[src/rtl/mul_tree_feeder_bf16.sv]
// Producer side of the bf16 multiply-tree input: packs a serial operand stream into the
// 128-bit operand bus, strobes once per packet and holds mode stable until the tree drains.
module mul_tree_feeder_bf16 #(
  parameter int unsigned DRAIN_CYCLES = 12,
  parameter logic [15:0] ONE_BF16     = 16'h3F80
) (
  input  logic         clk,
  input  logic         rst,
  input  logic [1:0]   cfg_mode,
  input  logic [15:0]  s_data,
  input  logic         s_valid,
  input  logic         s_last,
  output logic         s_ready,
  output logic [127:0] mul_ins,
  output logic         mul_stb,
  output logic [1:0]   mode,
  output logic         busy
);

  localparam int unsigned DrainW = $clog2(DRAIN_CYCLES + 1);

  logic [1:0]        mode_q, mode_d;
  logic [2:0]        cnt_q, cnt_d;
  logic [DrainW-1:0] drain_q, drain_d;
  logic [127:0]      stage_q, stage_d;
  logic [7:0]        wr_q, wr_d;
  logic [127:0]      ins_q, ins_d;
  logic              stb_q, stb_d;

  logic              xfer;
  logic              complete;
  logic [2:0]        last_idx;
  logic [2:0]        slot;
  logic [127:0]      stage_new;
  logic [7:0]        wr_new;

  assign s_ready = !(cnt_q == 3'd0 && cfg_mode != mode_q);
  assign mul_ins = ins_q;
  assign mul_stb = stb_q;
  assign mode    = mode_q;
  assign busy    = (cnt_q != 3'd0) || (drain_q != '0);

  always_comb begin
    xfer     = s_valid && s_ready;
    last_idx = (mode_q == 2'd1) ? 3'd5 : 3'd7;
    // three_in skips slot 3 so each lane-pair group keeps its identity pad
    slot      = (mode_q == 2'd1 && cnt_q >= 3'd3) ? cnt_q + 3'd1 : cnt_q;
    stage_new = stage_q;
    stage_new[{slot, 4'b0000} +: 16] = s_data;
    wr_new    = wr_q | (8'b1 << slot);
    complete  = xfer && (cnt_q == last_idx || s_last);

    mode_d  = mode_q;
    cnt_d   = cnt_q;
    drain_d = drain_q;
    stage_d = stage_q;
    wr_d    = wr_q;
    ins_d   = ins_q;
    stb_d   = 1'b0;

    if (xfer) begin
      stage_d = stage_new;
      cnt_d   = complete ? 3'd0 : cnt_q + 3'd1;
      wr_d    = complete ? 8'd0 : wr_new;
    end

    if (complete) begin
      stb_d = 1'b1;
      for (int k = 0; k < 8; k++) begin
        ins_d[k*16 +: 16] = wr_new[k] ? stage_new[k*16 +: 16] : ONE_BF16;
      end
    end

    if (stb_q) begin
      drain_d = DrainW'(DRAIN_CYCLES);
    end else if (drain_q != '0) begin
      drain_d = drain_q - 1'b1;
    end

    // Mode may only move at a packet boundary once every in-flight result has left the tree
    if (cnt_q == 3'd0 && cfg_mode != mode_q && drain_q == '0 && !stb_q) begin
      mode_d = cfg_mode;
    end
  end

  always_ff @(posedge clk) begin
    if (!rst) begin
      mode_q  <= 2'd0;
      cnt_q   <= 3'd0;
      drain_q <= '0;
      stage_q <= '0;
      wr_q    <= 8'd0;
      ins_q   <= '0;
      stb_q   <= 1'b0;
    end else begin
      mode_q  <= mode_d;
      cnt_q   <= cnt_d;
      drain_q <= drain_d;
      stage_q <= stage_d;
      wr_q    <= wr_d;
      ins_q   <= ins_d;
      stb_q   <= stb_d;
    end
  end

endmodule

[config.mk]
export PLATFORM = sky130hd
export DESIGN_NAME = mul_tree_feeder_bf16
export DESIGN_NICKNAME = d
export VERILOG_FILES = /design/src/rtl/mul_tree_feeder_bf16.sv
export SDC_FILE = /design/constraint.sdc
export NUM_CORES = 1
export LEC_CHECK = 0
export BUFFER_PORTS_ARGS = -buffer_cell sky130_fd_sc_hd__clkbuf_2
export CORE_MARGIN = 2
export CORE_UTILIZATION = 57
export DETAILED_ROUTE_END_ITERATION = 10
export HOLD_SLACK_MARGIN = 0.1
export PLACE_DENSITY_LB_ADDON = 0.1
export SLEW_MARGIN = 20
export SYNTH_ARGS = -nofsm -noshare
export SYNTH_HDL_FRONTEND = slang
export SYNTH_SLANG_ARGS = --single-unit
[constraint.sdc]
create_clock -name clk -period 4.6 [get_ports clk]
set_input_delay 0.92 -clock clk [delete_from_list [all_inputs] [get_ports clk]]
set_output_delay 0.92 -clock clk [all_outputs]
set_load 0.01 [all_outputs]
# Word-level counts from Yosys, hierarchy flattened
# Cells that the tools add are included.
[op_classes]
n_addsub = 3
magnitude_cmp = 1
n_eq_ne = 3
shifts = 3
muxes = 16
bitwise = 2
n_reduce_logical = 16
[op_table]
columns = ["operator", "n"]
rows = [
  ["$bwmux 128", 1],
  ["$mux 16", 8],
  ["$shift 16x9->128 const A", 1],
  ["$shiftx 16x9->128", 1],
  ["$neg 7->9", 1],
  ["$mux 4", 2],
  ["$mux 8", 1],
  ["$or 8x8->8", 1],
  ["$shl 1x3->8 const A", 1],
  ["$logic_and 1x1->1", 6],
  ["$mux 3", 2],
  ["$logic_not 4->1", 1],
  ["$reduce_bool 4->1", 1],
  ["$sub 4x1->4 const B", 1],
  ["$add 3x1->3 const B", 1],
  ["$eq 3x3->1", 1],
  ["$ge 3x2->1 const B", 1],
  ["$logic_not 3->1", 1],
  ["$reduce_bool 3->1", 1],
  ["$eq 2x1->1 const B", 1],
  ["$logic_not 1->1", 2],
  ["$logic_or 1x1->1", 2],
  ["$mux 2", 1],
  ["$ne 2x2->1", 1],
  ["other kinds (4)", 4],
]
[word_totals]
ff_bits = 274
inputBits = 22
out_inout_bits = 133
elab_cells = 52

# Depth between registers and ports, before layout
[depth]
word_depth = 7
depth_mapped = 17
depth_no_buf = 13

# Worst setup path before layout
# No wires, ideal clock.
[synth_path]
kind = "register to register"
from = "reg cnt_q[0]"
to = "reg stage_q[22]"
setup_ns = 0.128
t_arrival_ns = 3.600
required_time_ns = 4.472
slack_ns = 0.873
path_stages_with_launch = 17
synth_period_minus_slack_ns = 3.727
path_cell_list = "dfxtp_1 -> ha_1 -> ha_1 -> a211o_1 -> nand2_1 -> mux2_2 -> inv_1 -> ha_1 -> ha_1 -> buf_2 -> a41oi_1 -> nand4_1 -> or4_1 -> buf_2 -> buf_4 -> mux2i_1 -> nor2_1"
[synth_via]
elab_chain_len = 6
elab_cells_between_ends = 12
[synth_rtl]
columns = ["item", "line", "text"]
rows = [
  ["start, declared", "23", "logic [2:0] cnt_q, cnt_d;"],
  ["start signal, assigned", "97", "cnt_q <= cnt_d;"],
  ["$ge 3x2->1", "47", "slot = (mode_q == 2'd1 && cnt_q >= 3'd3) ? cnt_q + 3'd1 : cnt_q;"],
  ["$logic_and 1x1->1", "47", ""],
  ["$mux 3", "47", ""],
  ["$neg 7->9", "49", "stage_new[{slot, 4'b0000} +: 16] = s_data;"],
  ["$shiftx 16x9->128 or $shift 16x9->128 (tied branches)", "49", ""],
  ["$bwmux 128", "49", ""],
  ["end signal, assigned", "99", "stage_q <= stage_d;"],
  ["end, declared", "25", "logic [127:0] stage_q, stage_d;"],
]
# Several ways; a longest one is shown, not always the timed one.
# A chain may end at the register's enable or synchronous reset.

# Final worst setup path
[layout_path]
from = "reg cnt_q[2]"
to = "reg stage_q[67]"
# Same word-level chain as after synthesis.

==> metrics.txt <==
GR peak layer met2; post-synthesis cell type count 52; FP Rows slightly above 50; status finished, final reports clean; crit-path leading delay family simple AND/OR/NAND/NOR gates; Final ANT Viol Nets 0; Cells after Synth about 1,200; H-tree Lvls 1; crit start category register; Final nets ~1,300; Slowest cell on crit path nor3_4; Layout area overhead 15.5%; most common cell after layout, fill and taps aside dfxtp_1; Layout Cells excl Fill ~1,600; Placer Congestion between 0.8 and 0.9; CP cell instances inv_1 -> ha_1 -> a211o_1 -> nand2_1 -> mux2_2 -> inv_1 -> ha_1 -> ha_1 -> a41oi_1 -> nand4_1 -> nor3_4 -> buf_4 -> mux2i_1 -> nor2_1; clk_lat worst skew about 0.54 ns; post-DP HPWL 18.1 mm; static leakage a little under 5 nW; vias around 8,700; post-layout util 0.670; met1 Track Usage GR 0.358; Initial DRC Count about 410; RSZ-0062 raised after global routing false; min cycle time layout roughly 4.1 ns; worst hold slack about 0.45 ns; Peak VDD IR 0.261 mV; kind of critical path reg2reg; Synthesized Nets between 1,000 and 1,500; Critical Path Max Stage Delay between 0.5 and 0.6 ns; Die W 145 um; Synth Flop Type dfxtp_1; synth warn 0; grt total ovfl 0; Worst slew margin 0.410; hold buffers post-CTS 0; commonest non-fill, non-tap cells in the layout 274 x dfxtp_1, 206 x mux2i_1, 154 x clkbuf_2; met3 GRT Util 0.0319; pin count of the biggest net entering global routing about 80; initial antenna violation count 0; wire per inst approximately 18 um; vias in the first global route just over 8,000; worst path required time ~5 ns; setup ws final about 0.47 ns; clk_skew slightly below 0.009 ns; Max Cap Violations 0; share of cells above drive strength 1 0.193; DR vias/cell between 5 and 6; Gates resized, CTS repair 0; Num CTS Buffers 28; Slew Limit Fails 0; full die area 21,000 um^2; Setup WS pre-CTS just under 0.5 ns; Seq/Total Area, Yosys 0.486; PwrDens 469 nW/um^2; CTS tree yes; GR Layer Usage met2 0.429; CTS Sinks between 200 and 300; Post-CTS Setup Bufs 0; Die Y 145 um; Avg Inst Size Synth roughly 9.8 um^2; IO Pins approximately 160; Setup violations, final 0; # DRC 0; global-route wire length before repair ~43 mm; Post-synth EDFFs 0; endpoints failing hold 0; post-synthesis async set-or-reset flop share 0; number of diodes 0; placed insts about 1,500; CTS Root Cell clkbuf_16; HP Class reg2reg; IO Port Bufs 154; GRT Total Usage 0.258; f_max 0.242 GHz; WP data arrival ~4.5 ns; clock buffer depth 3; core box area between 15,000 and 20,000 um^2; Setup TNS 0 ns; Syn Std Cell Area 11,300 um^2; Crit. End Element register; worst slew pin tran ~0.89 ns; Bufs and invs on worst path 3; Max Fanout on Critical Path 9; R2R Setup Slk 0.47 ns; Initial DRT Pass Iterations 5; Yosys reg bits ~270; final wirelength approximately 27 mm; fin crit share 0.899; Initial Util 0.580; Clock transition at path regs roughly 0.060 ns; most frequent CP cell ha_1
power by group:
| part | internal, mW | switching (mW) | leakage [nW] |
|---|---|---|---|
| clock | 1.34 | 0.931 | 0.468 |
| sequential | 2.53 | 0.0970 | 2.21 |
| combinational | 0.441 | 0.783 | 2.29 |
cell type report:
class	count	area (um^2)
Clock buffer	40	816
Clock inverter	11	116
Fill cell	1606	6420
Inverter	10	43.8
Multi-Input combinational cell	773	5310
Sequential cell	274	5490
Tap cell	265	332
Timing Repair Buffer	177	943
path summary, 6_finish.rpt:
path / from / to / depth (start not counted)
setup reg to reg: cnt_q[2]$_SDFFE_PN0P_ / stage_q[67]$_SDFFE_PN0P_ / 14
setup / recovery: cnt_q[2]$_SDFFE_PN0P_ / stage_q[67]$_SDFFE_PN0P_ / 14
hold reg to reg: stage_q[12]$_SDFFE_PN0P_ / stage_q[12]$_SDFFE_PN0P_ / 2
hold / removal: stage_q[12]$_SDFFE_PN0P_ / stage_q[12]$_SDFFE_PN0P_ / 2
synthesized netlist by cell type, drive strengths merged (4+ instances only):
library cell | number | share of area
dfxtp | 274 | 0.49
nor4 | 4 | 0.0075
nor3 | 7 | 0.0060
a21o | 4 | 0.0027
o2bb2ai | 72 | 0.056
nand2b | 5 | 0.0028
xnor2 | 4 | 0.0031
nand2 | 120 | 0.040
a31oi | 4 | 0.0022
mux2i | 206 | 0.18
ha | 12 | 0.013
clkbuf | 55 | 0.018
a22o | 4 | 0.0031
inv | 10 | 0.0038
and2 | 24 | 0.014
a21oi | 113 | 0.050
o21ai | 56 | 0.025
buf | 46 | 0.027
nor2 | 106 | 0.035
registers in the layout, indices dropped and copies added (netlist names):
| name | cells |
|---|---|
| cnt_q | 3 |
| drain_q | 4 |
| mode | 2 |
| mul_ins | 128 |
| mul_stb | 1 |
| stage_q | 128 |
| wr_q | 8 |
metal layers:
metal / wire (um) / part of all wire
met5: 0 / 0
met4: 401 / 0.015
met1: 12800 / 0.47
met3: 1100 / 0.040
met2: 13100 / 0.48
worst register-to-register path: cells and delay by family, from the launching register on:
family	cells	cell delay (ns)
multiplexers	2	0.60
adder cells (fa/ha/maj)	3	0.86
buffers and inverters	3	0.51
AO/OA/AOI/OAI	2	0.53
AND/OR/NAND/NOR	4	0.99
flip-flops	1	0.47
stage by stage:
step	power (mW)	instance area, um^2
global placement	3.88	12100
detailed placement	3.89	12100
global route	6.40	13000
CTS	6.15	13000
floorplan	3.55	11300
finish	6.12	13000
cell families after synthesis:
group                    synth area share
multiplexers                        0.184
XOR/XNOR                          0.00465
buffers and inverters              0.0487
AO/OA/AOI/OAI                       0.146
adder cells (fa/ha/maj)            0.0133
flip-flops                          0.486
AND/OR/NAND/NOR                     0.119
(Power assumes the default switching activity.)
